`src/rtl/trig_lut_sched.sv`:
```
// Scheduler for the shared cosine LUT: arbitrates two phase requesters onto
// the single read port, reads cos(theta) then cos(theta - quarter turn) = sin,
// and returns both words as one response.
//
// Handshakes: a transfer happens in a cycle where valid && ready are both
// high. Producers may raise valid at any time; ready never depends on the
// handshake it completes. rsp_* payload is held while rsp_valid is high.
module trig_lut_sched #(
   parameter int D_WIDTH = 16,
   parameter int LUT_LAT = 1
) (
   input  logic               clk,
   input  logic               rst_n,
   input  logic               req0_valid,
   output logic               req0_ready,
   input  logic [D_WIDTH-1:0] req0_theta,
   input  logic               req1_valid,
   output logic               req1_ready,
   input  logic [D_WIDTH-1:0] req1_theta,
   output logic               lut_en,
   output logic [D_WIDTH-1:0] lut_addr,
   input  logic [D_WIDTH-1:0] lut_data,
   output logic               rsp_valid,
   input  logic               rsp_ready,
   output logic               rsp_id,
   output logic [D_WIDTH-1:0] rsp_cos,
   output logic [D_WIDTH-1:0] rsp_sin,
   output logic [2:0]         dbg_state
);

   localparam logic [2:0] S_IDLE = 3'd0;
   localparam logic [2:0] S_COS  = 3'd1;
   localparam logic [2:0] S_SIN  = 3'd2;
   localparam logic [2:0] S_WAIT = 3'd3;
   localparam logic [2:0] S_RESP = 3'd4;

   // A quarter turn in theta codes; sin(theta) = cos(theta - quarter).
   localparam logic [D_WIDTH-1:0] QUARTER = {2'b01, {(D_WIDTH-2){1'b0}}};

   logic [2:0]         state_q, state_d;
   logic               last_grant_q;
   logic               id_q;
   logic [D_WIDTH-1:0] addr_q;
   logic [D_WIDTH-1:0] cos_q;
   logic [D_WIDTH-1:0] sin_q;
   // One-hot delay lines marking the cycle each read's data is on lut_data.
   logic [LUT_LAT-1:0] cos_pipe_q, cos_pipe_d;
   logic [LUT_LAT-1:0] sin_pipe_q, sin_pipe_d;

   logic               grant;
   logic               idle;
   logic               hs;
   logic               cap_cos;
   logic               cap_sin;
   logic [D_WIDTH-1:0] theta_in;

   // Round-robin grant: a lone requester wins, contention goes to the one not served last.
   always_comb begin
      grant    = (req0_valid && req1_valid) ? ~last_grant_q : req1_valid;
      idle     = rst_n && (state_q == S_IDLE);
      theta_in = grant ? req1_theta : req0_theta;
   end

   assign req0_ready = idle && req0_valid && !grant;
   assign req1_ready = idle && req1_valid && grant;
   assign hs         = req0_ready || req1_ready;
   assign cap_cos    = cos_pipe_q[LUT_LAT-1];
   assign cap_sin    = sin_pipe_q[LUT_LAT-1];

   // Advance the read-tracking delay lines by one cycle.
   always_comb begin
      cos_pipe_d = LUT_LAT'({cos_pipe_q, (state_q == S_COS)});
      sin_pipe_d = LUT_LAT'({sin_pipe_q, (state_q == S_SIN)});
   end

   // Request sequencing: accept, two reads, wait for sin data, then respond.
   always_comb begin
      state_d = state_q;
      case (state_q)
         S_IDLE:  if (hs) state_d = S_COS;
         S_COS:   state_d = S_SIN;
         S_SIN:   state_d = S_WAIT;
         S_WAIT:  if (cap_sin) state_d = S_RESP;
         S_RESP:  if (rsp_ready) state_d = S_IDLE;
         default: state_d = S_IDLE;
      endcase
   end

   // State, arbitration history and read tracking; reset drops any in-flight work.
   always_ff @(posedge clk or negedge rst_n) begin
      if (!rst_n) begin
         state_q      <= S_IDLE;
         last_grant_q <= 1'b1;
         id_q         <= 1'b0;
         cos_pipe_q   <= '0;
         sin_pipe_q   <= '0;
      end else begin
         state_q    <= state_d;
         cos_pipe_q <= cos_pipe_d;
         sin_pipe_q <= sin_pipe_d;
         if (hs) begin
            id_q         <= grant;
            last_grant_q <= grant;
         end
      end
   end

   // LUT address: theta on accept (shown during the cos read), then theta - quarter.
   always_ff @(posedge clk or negedge rst_n) begin
      if (!rst_n) begin
         addr_q <= '0;
      end else if (hs) begin
         addr_q <= theta_in;
      end else if (state_q == S_COS) begin
         addr_q <= addr_q - QUARTER;
      end
   end

   // Capture LUT returns in the cycle each read's data is valid.
   always_ff @(posedge clk or negedge rst_n) begin
      if (!rst_n) begin
         cos_q <= '0;
         sin_q <= '0;
      end else begin
         if (cap_cos) cos_q <= lut_data;
         if (cap_sin) sin_q <= lut_data;
      end
   end

   assign lut_en    = (state_q == S_COS) || (state_q == S_SIN);
   assign lut_addr  = addr_q;
   assign rsp_valid = (state_q == S_RESP);
   assign rsp_id    = id_q;
   assign rsp_cos   = cos_q;
   assign rsp_sin   = sin_q;
   assign dbg_state = state_q;

endmodule

```
`config.mk`:
```
export PLATFORM = sky130hd
export DESIGN_NAME = trig_lut_sched
export DESIGN_NICKNAME = d
export VERILOG_FILES = /design/src/rtl/trig_lut_sched.sv
export SDC_FILE = /design/constraint.sdc
export NUM_CORES = 1
export LEC_CHECK = 0
export CAP_MARGIN = 20
export CORE_ASPECT_RATIO = 2
export CORE_UTILIZATION = 65
export DETAILED_ROUTE_END_ITERATION = 12
export DONT_BUFFER_PORTS = 1
export GPL_TIMING_DRIVEN = 0
export PLACE_DENSITY_LB_ADDON = 0.3
export SLEW_MARGIN = 20
export SYNTH_ARGS = -nofsm -noshare
export SYNTH_HDL_FRONTEND = slang
export SYNTH_SLANG_ARGS = --single-unit
```
`constraint.sdc`:
```
create_clock -name clk -period 3 [get_ports clk]
set_clock_uncertainty 0.1 [all_clocks]
set_input_delay 0.6 -clock clk [delete_from_list [all_inputs] [get_ports clk]]
set_output_delay 0.6 -clock clk [all_outputs]
set_load 0.1 [all_outputs]
```
==> impl_metrics.tcl <==
set metrics [dict create \
    grt_max_degree 55 \
    antenna_found_initial 0 \
    clock_latency_ns 0.29 \
    grt_pass1_wl_um 6910 \
    maxCapViolations 0 \
    layout_commonest_cell "dfrtp_1" \
    critPathMaxFanout 2 \
    die_w_um 44.0 \
    start_util_pct 67.7 \
    topRoutingLayerUsed "met4" \
    rsz0062_at_grt "true" \
    hp-class "input pin to async pin" \
    cts_root_buf "clkbuf_8" \
    report.final.slew_viol_count 0 \
    critPathRequiredTime_ns 2.30 \
    setup.reg_to_reg.worst_slack_ns 0.67 \
    fmax_ghz 0.337 \
    worst_slack_ns 0.0291 \
    synthToLayoutAreaGrowth_pct 10.1 \
    outcome "complete, but fails checks" \
    die_height_um 85.9 \
    slew_headroom_pct 28.5 \
    ant_nets 0 \
    synth_area_leader_cell "dfrtp_1" \
    seq_area_um2 1380 \
    synth_top_area_share_pct 59.0 \
    drive_gt1_share_pct 36.4 \
    routed_wl_um 4430 \
    cp_cell_sequence "buf_6, nor4b_4, nor3b_4" \
    worstSetupStartpointType "flip-flop" \
    synth_edf_count 0 \
    met1Wirelength_um 1490 \
    die-area_um2 3780 \
    post-place-ws_ns -0.0789 \
    n_antenna_cell 0 \
    worst-setup-path-type "flip-flop to output pin" \
    gp_congestion 0.771 \
    cp.arrival_ns 2.27 \
    final_cell_mix "51 x dfrtp_1, 32 x mux2_2, 16 x o32ai_1, 16 x a2bb2oi_1, 7 x buf_2" \
    slowest_stage "nor3b_4" \
    grt_pass1_vias 1537 \
    synth_area_per_cell_um2 14.2 \
    via_count 1437 \
    violations "design-rule violations" \
    seq_area_frac_synth_pct 60.2 \
    layout.nets 225 \
    cts_tree "yes" \
    synthArstFlopShare_pct 100 \
    hpwl_um 3330 \
    row_count 30 \
    setup_violations 0 \
    stdcell_count 205 \
    cts_made_buffers 5 \
    route.detailed.drc 7 \
    first_pass_iters 9 \
    syn_inst 161 \
    track_usage_pct 24.7 \
    post-route-period-util_pct 99.0 \
    syn_nets 214 \
    crit_buf_inv 1 \
    via_per_inst 7.01 \
    pin_count 109 \
    nFillCells 214 \
    ys_types 29 \
    wl_met2_um 2520 \
    reg2regPathDepth 4 \
    cts_buffer_depth 2 \
    path_clk_slew_ns 0.09 \
    syn_area_um2 2290 \
    slowest_delay_ns 0.93 \
    routedWlPerCell_um 21.6 \
    ys_top_cells_by_area "dfrtp_1 59%, mux2_2 16%, a2bb2oi_1 6.1%, o32ai_1 6.1%, buf_2 1.5%" \
    cts.htree.levels 2 \
    cp-end-kind "output pin" \
    crit_family "simple AND/OR/NAND/NOR gates" \
    place.port_buffers 0 \
    ys.flop_type "dfrtp_1" \
    layout_min_cycle_time_ns 2.97 \
    placed_cells 193 \
    finalHoldViolCount 0 \
    cts.sinks 55 \
    grt.overflow.total 0 \
    worstReg2RegEnd "rsp_id$_DFFE_PN0P_" \
    yosysWarnings 0 \
    multi_input_area_um2 857 \
    dr_wl_met3_um 366 \
    drt_iter0_drc 40 \
    core_area_um2 3380 \
    worst_pin_slew_ns 1.07 \
    worstReg2RegStart "dbg_state[0]$_DFFE_PN0P_" \
    ys_seq_elements 55 \
]
kinds of logic after synthesis:
kind of cell | Yosys count | synth area share (%)
DFF | 55 | 60.2
AOI/OAI and AO/OA | 41 | 15.2
muxes | 32 | 15.7
and+or+nand+nor | 17 | 4.92
buffers and inverters | 14 | 3.17
xor gates and xnor gates | 2 | 0.766
what timing repair did:
action | in CTS | in global routing
hold endpoints to repair | 54 | 0
pin swaps | 1 | 0
setup endpoints to repair | 4 | 3
gates resized for setup | 5 | 2
buffers inserted | 3 | 0
hold buffers | 1 | 0
gates cloned | 0 | 0
worst max path at each step:
stage                             startpoint         end  slack, ns  depth (start not counted)
CTS                 dbg_state[0]$_DFFE_PN0P_  req0_ready       0.02                          3
floorplan           dbg_state[0]$_DFFE_PN0P_  req0_ready      0.002                          3
finish              dbg_state[0]$_DFFE_PN0P_  req0_ready       0.03                          3
global placement    dbg_state[0]$_DFFE_PN0P_  req0_ready      -0.06                          3
detailed placement  dbg_state[0]$_DFFE_PN0P_  req0_ready      -0.08                          3
global route        dbg_state[0]$_DFFE_PN0P_  req0_ready      -0.02                          3
cell usage after synthesis (2+ instances only):
library cell,n
dfrtp_1,54
mux2_2,32
a2bb2oi_1,16
o32ai_1,16
buf_2,7
clkbuf_1,3
nand2_1,3
nor2_1,3
a21oi_1,2
and3_1,2
nor2b_1,2
nor3b_1,2
o21ai_0,2
xor2_1,2
stage by stage:
stage	utilization [%]	hold WS [ns]	cell area [µm²]	setup TNS, ns
after floorplan	-	0.204	2300	0
after global placement	69.3	0.206	2340	-0.0605
after detailed placement	69.3	0.206	2340	-0.0789
after CTS	74.4	0.0284	2510	0
after global routing	74.6	0.0187	2520	-0.0183
final	74.6	0.0383	2520	0
layer usage:
metal,vias to the layer above,global-route usage (%)
li1,635,-
met1,713,27.1
met2,83,45.3
met5,-,0
met3,6,6.74
met4,0,6.61
cell type report:
cell class	count	area share (%)
repair buffers	4	1.99
clock buffers	5	2.73
well taps	32	1.59
inverters	2	0.298
multi-input cells	92	34.0
flip-flops and latches	55	54.9
clock inverters	3	1.74
plain buffers	12	2.73
registers in the layout, summed over array words and instances (netlist names):
register,cells
lut_addr,16
rsp_cos,16
rsp_sin,16
dbg_state,3
cap_cos,1
cap_sin,1
last_grant_q,1
rsp_id,1
Power is not shown: default switching activity piles up to over one toggle a cycle in this logic, so the estimate is an artifact.
